--- src/rtl/wall_clock_display.sv ---
// -----------------------------------------------------------------------------
// wall_clock_display
//
// Purpose:
//   Drives a 4-digit multiplexed common-anode 7-segment display from the binary
//   time fields of the WallClock counter. Once per scan frame the time is
//   snapshotted, the two shown fields are converted to BCD by a sequential
//   double-dabble engine, and the committed digits are scanned one per slot.
//   Shows HH:MM (show_seconds=0) or MM:SS (show_seconds=1). The decimal point
//   of digit 2 is the blinking colon. It is lit on even seconds.
//
// Ports:
//   Clock          in   1  board clock; every register is clocked here
//   reset          in   1  synchronous, active-high reset
//   seconds        in   6  binary seconds
//   minutes        in   6  binary minutes
//   hours          in   5  binary hours
//   show_seconds   in   1  0 = HH:MM, 1 = MM:SS (sampled at frame start only)
//   SegmentDrivers out  8  active-low segments {dp,g,f,e,d,c,b,a}
//   SegmentSelect  out  4  active-low digit enables, bit n = digit n (0 = right)
//
// States:
//   S_IDLE   | wait for frame start, snapshot inputs
//   S_CONV_L | 6 double-dabble steps on the left field
//   S_CONV_R | 6 double-dabble steps on the right field
//   S_COMMIT | write all four digits and colon at once, set valid
// -----------------------------------------------------------------------------
module wall_clock_display #(
    parameter int SCAN_DIV   = 100000,
    parameter bit LEAD_BLANK = 1'b0
) (
    input  logic       Clock,
    input  logic       reset,
    input  logic [5:0] seconds,
    input  logic [5:0] minutes,
    input  logic [4:0] hours,
    input  logic       show_seconds,
    output logic [7:0] SegmentDrivers,
    output logic [3:0] SegmentSelect
);

    localparam int              CW       = (SCAN_DIV > 1) ? $clog2(SCAN_DIV) : 1;
    localparam logic [CW-1:0]   CNT_LAST = CW'(SCAN_DIV - 1);
    localparam logic [2:0]      LAST_BIT = 3'd5;

    typedef enum logic [1:0] {
        S_IDLE,
        S_CONV_L,
        S_CONV_R,
        S_COMMIT
    } state_t;

    state_t        state_q,      state_d;
    logic [CW-1:0] scan_cnt_q,   scan_cnt_d;
    logic [1:0]    digit_idx_q,  digit_idx_d;
    logic [5:0]    shift_q,      shift_d;
    logic [5:0]    r_snap_q,     r_snap_d;
    logic          colon_snap_q, colon_snap_d;
    logic [7:0]    bcd_q,        bcd_d;
    logic [7:0]    l_bcd_q,      l_bcd_d;
    logic [2:0]    bit_cnt_q,    bit_cnt_d;
    logic [3:0]    d3_q,         d3_d;
    logic [3:0]    d2_q,         d2_d;
    logic [3:0]    d1_q,         d1_d;
    logic [3:0]    d0_q,         d0_d;
    logic          colon_q,      colon_d;
    logic          valid_q,      valid_d;
    logic [7:0]    seg_q,        seg_d;
    logic [3:0]    sel_q,        sel_d;

    logic          frame_start;
    logic [7:0]    bcd_next;
    logic [3:0]    cur_nibble;

    // One double-dabble step: correct nibbles >= 5, then shift in the next bit.
    // A 6-bit input never carries out of the tens nibble, so bit 7 is dropped.
    function automatic logic [7:0] bcd_step(input logic [7:0] bcd, input logic in_bit);
        logic [7:0] adj;
        adj = bcd;
        if (adj[3:0] >= 4'd5) adj[3:0] = adj[3:0] + 4'd3;
        if (adj[7:4] >= 4'd5) adj[7:4] = adj[7:4] + 4'd3;
        return {adj[6:0], in_bit};
    endfunction

    // Active-low segment pattern with dp off; 10..15 blank.
    function automatic logic [7:0] seg_decode(input logic [3:0] nib);
        logic [7:0] seg;
        case (nib)
            4'd0:    seg = 8'hC0;
            4'd1:    seg = 8'hF9;
            4'd2:    seg = 8'hA4;
            4'd3:    seg = 8'hB0;
            4'd4:    seg = 8'h99;
            4'd5:    seg = 8'h92;
            4'd6:    seg = 8'h82;
            4'd7:    seg = 8'hF8;
            4'd8:    seg = 8'h80;
            4'd9:    seg = 8'h90;
            default: seg = 8'hFF;
        endcase
        return seg;
    endfunction

    assign frame_start = (scan_cnt_q == '0) && (digit_idx_q == 2'd0);
    assign bcd_next    = bcd_step(bcd_q, shift_q[5]);

    always_comb begin
        state_d      = state_q;
        scan_cnt_d   = scan_cnt_q;
        digit_idx_d  = digit_idx_q;
        shift_d      = shift_q;
        r_snap_d     = r_snap_q;
        colon_snap_d = colon_snap_q;
        bcd_d        = bcd_q;
        l_bcd_d      = l_bcd_q;
        bit_cnt_d    = bit_cnt_q;
        d3_d         = d3_q;
        d2_d         = d2_q;
        d1_d         = d1_q;
        d0_d         = d0_q;
        colon_d      = colon_q;
        valid_d      = valid_q;
        seg_d        = 8'hFF;
        sel_d        = 4'b1111;
        cur_nibble   = 4'd0;

        // Scan timing
        if (scan_cnt_q == CNT_LAST) begin
            scan_cnt_d  = '0;
            digit_idx_d = digit_idx_q + 2'd1;
        end else begin
            scan_cnt_d  = scan_cnt_q + CW'(1);
        end

        // Snapshot / conversion FSM
        case (state_q)
            S_IDLE: begin
                if (frame_start) begin
                    shift_d      = show_seconds ? minutes : {1'b0, hours};
                    r_snap_d     = show_seconds ? seconds : minutes;
                    colon_snap_d = ~seconds[0];
                    bcd_d        = 8'd0;
                    bit_cnt_d    = 3'd0;
                    state_d      = S_CONV_L;
                end
            end
            S_CONV_L: begin
                bcd_d     = bcd_next;
                shift_d   = {shift_q[4:0], 1'b0};
                bit_cnt_d = bit_cnt_q + 3'd1;
                if (bit_cnt_q == LAST_BIT) begin
                    // Park the left result and restart the engine on R.
                    l_bcd_d   = bcd_next;
                    bcd_d     = 8'd0;
                    shift_d   = r_snap_q;
                    bit_cnt_d = 3'd0;
                    state_d   = S_CONV_R;
                end
            end
            S_CONV_R: begin
                bcd_d     = bcd_next;
                shift_d   = {shift_q[4:0], 1'b0};
                bit_cnt_d = bit_cnt_q + 3'd1;
                if (bit_cnt_q == LAST_BIT) begin
                    state_d = S_COMMIT;
                end
            end
            S_COMMIT: begin
                d3_d    = l_bcd_q[7:4];
                d2_d    = l_bcd_q[3:0];
                d1_d    = bcd_q[7:4];
                d0_d    = bcd_q[3:0];
                colon_d = colon_snap_q;
                valid_d = 1'b1;
                state_d = S_IDLE;
            end
            default: begin
                state_d = S_IDLE;
            end
        endcase

        // Output stage, registered below
        case (digit_idx_q)
            2'd0:    cur_nibble = d0_q;
            2'd1:    cur_nibble = d1_q;
            2'd2:    cur_nibble = d2_q;
            default: cur_nibble = d3_q;
        endcase

        if (valid_q) begin
            sel_d = ~(4'b0001 << digit_idx_q);
            seg_d = seg_decode(cur_nibble);
            if ((digit_idx_q == 2'd2) && colon_q) begin
                seg_d[7] = 1'b0;
            end
            if (LEAD_BLANK && (digit_idx_q == 2'd3) && (d3_q == 4'd0)) begin
                seg_d = 8'hFF;
            end
        end
    end

    always_ff @(posedge Clock) begin
        if (reset) begin
            state_q      <= S_IDLE;
            scan_cnt_q   <= '0;
            digit_idx_q  <= 2'd0;
            shift_q      <= 6'd0;
            r_snap_q     <= 6'd0;
            colon_snap_q <= 1'b0;
            bcd_q        <= 8'd0;
            l_bcd_q      <= 8'd0;
            bit_cnt_q    <= 3'd0;
            d3_q         <= 4'd0;
            d2_q         <= 4'd0;
            d1_q         <= 4'd0;
            d0_q         <= 4'd0;
            colon_q      <= 1'b0;
            valid_q      <= 1'b0;
            seg_q        <= 8'hFF;
            sel_q        <= 4'b1111;
        end else begin
            state_q      <= state_d;
            scan_cnt_q   <= scan_cnt_d;
            digit_idx_q  <= digit_idx_d;
            shift_q      <= shift_d;
            r_snap_q     <= r_snap_d;
            colon_snap_q <= colon_snap_d;
            bcd_q        <= bcd_d;
            l_bcd_q      <= l_bcd_d;
            bit_cnt_q    <= bit_cnt_d;
            d3_q         <= d3_d;
            d2_q         <= d2_d;
            d1_q         <= d1_d;
            d0_q         <= d0_d;
            colon_q      <= colon_d;
            valid_q      <= valid_d;
            seg_q        <= seg_d;
            sel_q        <= sel_d;
        end
    end

    assign SegmentDrivers = seg_q;
    assign SegmentSelect  = sel_q;

endmodule

--- config.mk ---
export PLATFORM = sky130hd
export DESIGN_NAME = wall_clock_display
export DESIGN_NICKNAME = d
export VERILOG_FILES = /design/src/rtl/wall_clock_display.sv
export SDC_FILE = /design/constraint.sdc
export NUM_CORES = 1
export LEC_CHECK = 0
export BUFFER_PORTS_ARGS = -buffer_cell sky130_fd_sc_hd__buf_2
export CORE_MARGIN = 1
export CORE_UTILIZATION = 24
export CTS_CLUSTER_DIAMETER = 60
export DETAILED_ROUTE_END_ITERATION = 10
export HOLD_SLACK_MARGIN = 0.12
export PLACE_DENSITY = 0.48
export SYNTH_ARGS = -nofsm -noshare
export SYNTH_HDL_FRONTEND = slang
export SYNTH_SLANG_ARGS = --single-unit
--- constraint.sdc ---
create_clock -name Clock -period 2.4 [get_ports Clock]
set_clock_uncertainty 0.15 [all_clocks]
set_input_delay 0.48 -clock Clock [delete_from_list [all_inputs] [get_ports Clock]]
set_output_delay 0.48 -clock Clock [all_outputs]
set_load 0.02 [all_outputs]
==> Word level (Yosys, flattened, before mapping) <==
Memory sizes are Yosys's and may differ from the RTL's. A register that Yosys moved wholly into a read port is not among the register bits.
Index checks and enable logic that the tools add are counted.
W data, S select, Z words.
{ "classes": {"n_mux": 19, "n_bitwise": 3, "div": 0, "n_mul": 0, "n_eq_ne": 10, "add_sub_neg": 5, "magnitude_cmp": 2, "reduce_logical": 12, "shift": 1} }
{ "op_table": {"columns": ["cell", "n"], "rows": [
  ["$mux W6", 4],
  ["$pmux W8 S3", 1],
  ["$pmux W6 S3", 1],
  ["$add A17 B1 Y17 const B", 1],
  ["$eq A17 B17 Y1 const B", 1],
  ["$logic_not A17 Y1", 1],
  ["$mux W8", 2],
  ["$pmux W4 S3", 1],
  ["$mux W3", 3],
  ["$pmux W3 S3", 1],
  ["$ge A4 B3 Y1 const B", 2],
  ["$pmux W2 S4", 1],
  ["$eq A2 B2 Y1 const B", 3],
  ["$mux W2", 3],
  ["$ne A2 B2 Y1 const B", 3],
  ["$reduce_and A2 Y1", 3],
  ["$add A4 B2 Y4 const B", 1],
  ["$eq A2 B1 Y1 const B", 2],
  ["$logic_not A2 Y1", 2],
  ["$mux W4", 1],
  ["$not A4 Y4", 1],
  ["$reduce_or A2 Y1", 2],
  ["$shl A1 B2 Y4 const A", 1],
  ["$add A3 B1 Y3 const B", 1],
  ["other kinds (8)", 10]
]} }
{ "word_totals": {"reg_bits": 83, "word_cells": 70, "latch_bits": 0, "romBits": 112, "output_inout_bits": 12, "memories": 1, "ram_bits": 0, "in_bits": 20} }
{ "memory_table": {"columns": ["name", "words", "width", "rd", "rd_clocked_by_memory_dff", "wr", "line_no", "text"], "rows": [
  ["(name not given)", 16, 7, 1, 1, 0, "88", "case (nib)"]
]} }

==> Logic depth before layout (Yosys ltp) <==
{ "logic_depth": {"ltp_word": 4, "ltp_mapped": 9, "depth_no_buf": 8} }

==> Worst setup path before layout <==
No wires, ideal clock.
{ "synth_timing": {"path_type": "flip-flop to flip-flop", "from": "register digit_idx_q[0]", "to": "register seg_q[0], in the netlist SegmentDrivers[0]", "setup_time_ns": 0.114, "period_less_slack_ns": 2.170, "required_ns": 2.136, "arrival_time_ns": 1.906, "setup_slack_ns": 0.230, "stages_incl_launch_ff": 9, "n_path_buf": 0, "path_cell_list": "dfxtp_1 inv_1 ha_1 a222oi_1 mux2i_2 clkinv_4 nand2_4 a2111o_1 a21o_1"} }
{ "synth_via": {"elab_chain_len": 2, "word_cells_on_any_way": 4, "classes_between": "eq/ne: 2; mux: 1; reduce/logical: 1"} }
{ "synth_rtl": {"columns": ["element", "line_no", "text"], "rows": [
  ["from (decl)", "55", "logic [1:0] digit_idx_q, digit_idx_d;"],
  ["from (signal assigned)", "224", "digit_idx_q <= digit_idx_d;"],
  ["$eq A2 B2 Y1 (tied with other cells)", "183", "case (digit_idx_q)"],
  ["$pmux W4 S3 (*)", "183", null],
  ["to (decl)", "68", "logic [7:0] seg_q, seg_d;"]
]} }
Mark *: on every way between the ends. The rest lies on a longest branch, timed or not.
A chain may end at the register's enable or synchronous reset.

==> Worst setup path after layout <==
{ "layout_timing": {"from": "register digit_idx_q[0]", "to": "register seg_q[3], in the netlist SegmentDrivers[3]"} }
The elaborated chain is that of the path after synthesis.

==> metrics.md <==
| Metric | Value |
|---|---|
| RSZ-0062 raised after global routing | no |
| Dominant synthesized flop cell | dfxtp_1 |
| Crit-path max FO | 6 |
| Fmax | 445 MHz |
| Largest cells by area after synthesis | dfxtp_1, mux2i_1, ha_1, nor2_1, nand2_1 |
| Power per cell area | 823 nW/um^2 |
| HP Class | input pin to flip-flop |
| Root buffer cell | clkbuf_16 |
| Vias | 3041 |
| DIE HEIGHT | 129 um |
| Final Setup Violations | 0 |
| Clk_lat worst skew | 0.34 ns |
| Clock transition at path regs | 0.06 ns |
| Sequential area share after synthesis | 42.8% |
| Final hold viol count | 0 |
| First-pass GRT wire length | 14.4 mm |
| Synth warn | 0 |
| Tightest Pin Transition | 0.635 ns |
| VDD IR-drop max | 0.339 mV |
| Vias per cell | 4.39 |
| ANT nets after route | 0 |
| Synth Cell Area | 3880 sq um |
| Iter 0 DRT Violations | 176 |
| Die width | 129 um |
| Die Footprint | 16700 sq um |
| Critical path required time | 2.48 ns |
| Leakage | 0.00173 uW |
| Share of the synthesized area in the top cell type | 42.8% |
| Status | complete, no violations |
| Routability cong. | 0.785 |
| Syn Inst Count | 438 |
| Synth cell types | 44 |
| Ys async rst share | 0% |
| CTS Buf Count | 9 |
| Max-slew violation count | 0 |
| Core region area | 15800 sq um |
| Flops & latches, synth | 83 |
| Top-count cell post-synth | dfxtp_1 |
| Drt drc | 0 |
| Max-Cap Viols | 0 |
| CP Launch Type | flip-flop |
| Row count | 46 |
| Max-slew headroom | 57.4% |
| CP arrival | 2.33 ns |
| Starting Density | 24.5% |
| Fin crit period | 2.25 ns |
| Ports | 32 |
| GRT overflow | 0 |
| Worst-path cell chain | inv_1 -> ha_2 -> a222oi_1 -> mux2_4 -> nand2_4 -> a2111o_1 -> a21o_1 |
| Fillers | 1670 |
| Worst Hold Slack | 0.184 ns |
| Period utilization | 93.7% |
| Largest net degree at the start of global routing | 29 |
| Worst stage delay on the critical path | 0.42 ns |
| Setup tns final | 0 ns |
| Routed wire per std cell | 11.9 um |
| Share of layout cells above drive strength 1 | 16.2% |
| H-tree levels | 3 |
| Avg Cell Area, Syn | 8.86 sq um |
| Number of global-route vias before repair | 2981 |
| Commonest cells in the netlist | dfxtp_1, nor2_1, nand2_1, mux2i_1, a21oi_1 |
| Final WL | 8.21 mm |
| Detailed-placement wirelength estimate | 5.97 mm |
| Final Power | 3830 uW |
| Area leader, netlist | dfxtp_1 |
| Worst Setup Path Type | flip-flop to flip-flop |
| Final net count | 512 |
| Detailed-router iteration count before antenna repair | 5 |
| Syn nets | 479 |
| Number of flops mapped to enable cells by yosys | 0 |
| Crit end category | flip-flop |
| Gr usage total | 11.1% |
| Slowest CP cell | a2111o_1 |
| Ant diodes | 0 |
| CTS tree | yes |
| Longest Clk Path Bufs | 2 |
| Port buffer count | 31 |
| Area growth, synth to finish | 20.0% |
| Initial antenna violation count | 0 |
| Clk sink count | 83 |
==> power by group <==
group / leakage [uW] / switching [uW] / internal, uW
logic: 0.000902 / 462 / 310
clock network: 0.000156 / 580 / 918
registers: 0.000674 / 75.1 / 1490
total: 0.00173 / 1120 / 2720
==> final cells by class <==
cell class              instances  area, sq um  share of cell area, %
flip-flops and latches         83         1670                   35.8
repair buffers                 44          265                   5.70
inverters                      21         83.8                   1.80
multi-input cells             312         2050                   44.0
clock buffers                   9          225                   4.84
clock inverters                 7         98.8                   2.12
well taps                     216          270                   5.80
==> critical path: cells and delay by family, from the launching register on <==
kind	cells	cell delay, ns
and+or+nand+nor	1	0.06
adders and majority gates	1	0.23
DFF	1	0.38
AOI/OAI and AO/OA	3	0.95
muxes	1	0.29
buffers and inverters	1	0.08
==> state kept, by name (all words and copies together), names as in the netlist <==
name            count
colon_q             1
d3_q                4
d2_q                4
valid_q             1
d0_q                4
l_bcd_q             8
r_snap_q            6
bcd_q               8
d1_q                4
SegmentSelect       4
shift_q             6
digit_idx_q         2
colon_snap_q        1
state_q             2
scan_cnt_q         17
bit_cnt_q           3
SegmentDrivers      8
==> metrics by stage <==
step	setup WS, ns	utilization, %	cells	area, sq um
2_1_floorplan	0.230	-	438	3880
3_3_place_gp	0.123	27.2	674	4300
3_5_place_dp	0.00573	27.2	674	4300
4_1_cts	0.00306	29.3	692	4640
5_1_grt	0.00221	29.4	692	4660
6_report	0.151	29.4	692	4660
==> logic make-up after synthesis <==
family / count (synthesis) / synth area share (%)
mux: 37 / 9.90
buf+inv: 43 / 4.74
flops: 83 / 42.8
xor+xnor: 19 / 4.29
fa+ha+maj: 21 / 6.77
compound gates: 69 / 11.2
simple gates: 166 / 20.3
==> layout by cell type (no fill, tap or decap), drive strengths merged, types with 2 or more instances in the layout <==
cell type,count
clkinv,3
nor3,13
mux2,2
ha,21
inv,22
a222oi,4
a21o,3
xnor2,10
nand2b,2
clkbuf,9
nand2,38
buf,44
nor4,4
nand3,22
or3,5
mux2i,35
dfxtp,83
nand4,4
a21oi,26
a211oi,16
nor2b,3
xor2,9
o21ai,15
bufinv,2
nor2,64
and3,5
==> final timing paths <==
kind / slack (ns) / cells after the start / endpoint / start
worst max-delay path: 0.15 / 7 / SegmentDrivers[3] / digit_idx_q[0]
worst min-delay path: 0.18 / 2 / colon_snap_q / seconds[0]
worst max register to register: 0.15 / 7 / SegmentDrivers[3] / digit_idx_q[0]
worst min register to register: 0.26 / 1 / SegmentDrivers[7] / colon_q
==> layer usage <==
layer,wire [um],global-route usage [%]
met3,328,3.51
met5,0,0
met1,3990,13.8
met4,130,4.57
met2,3770,17.8
==> timing repair <==
item	4_1_cts	5_1_grt
endpoints found under the setup margin	1	6
hold buffers	0	0
gates cloned	0	0
resized for setup	0	7
buffers inserted	2	0
pin swaps	1	1
(Power assumes the default switching activity.)
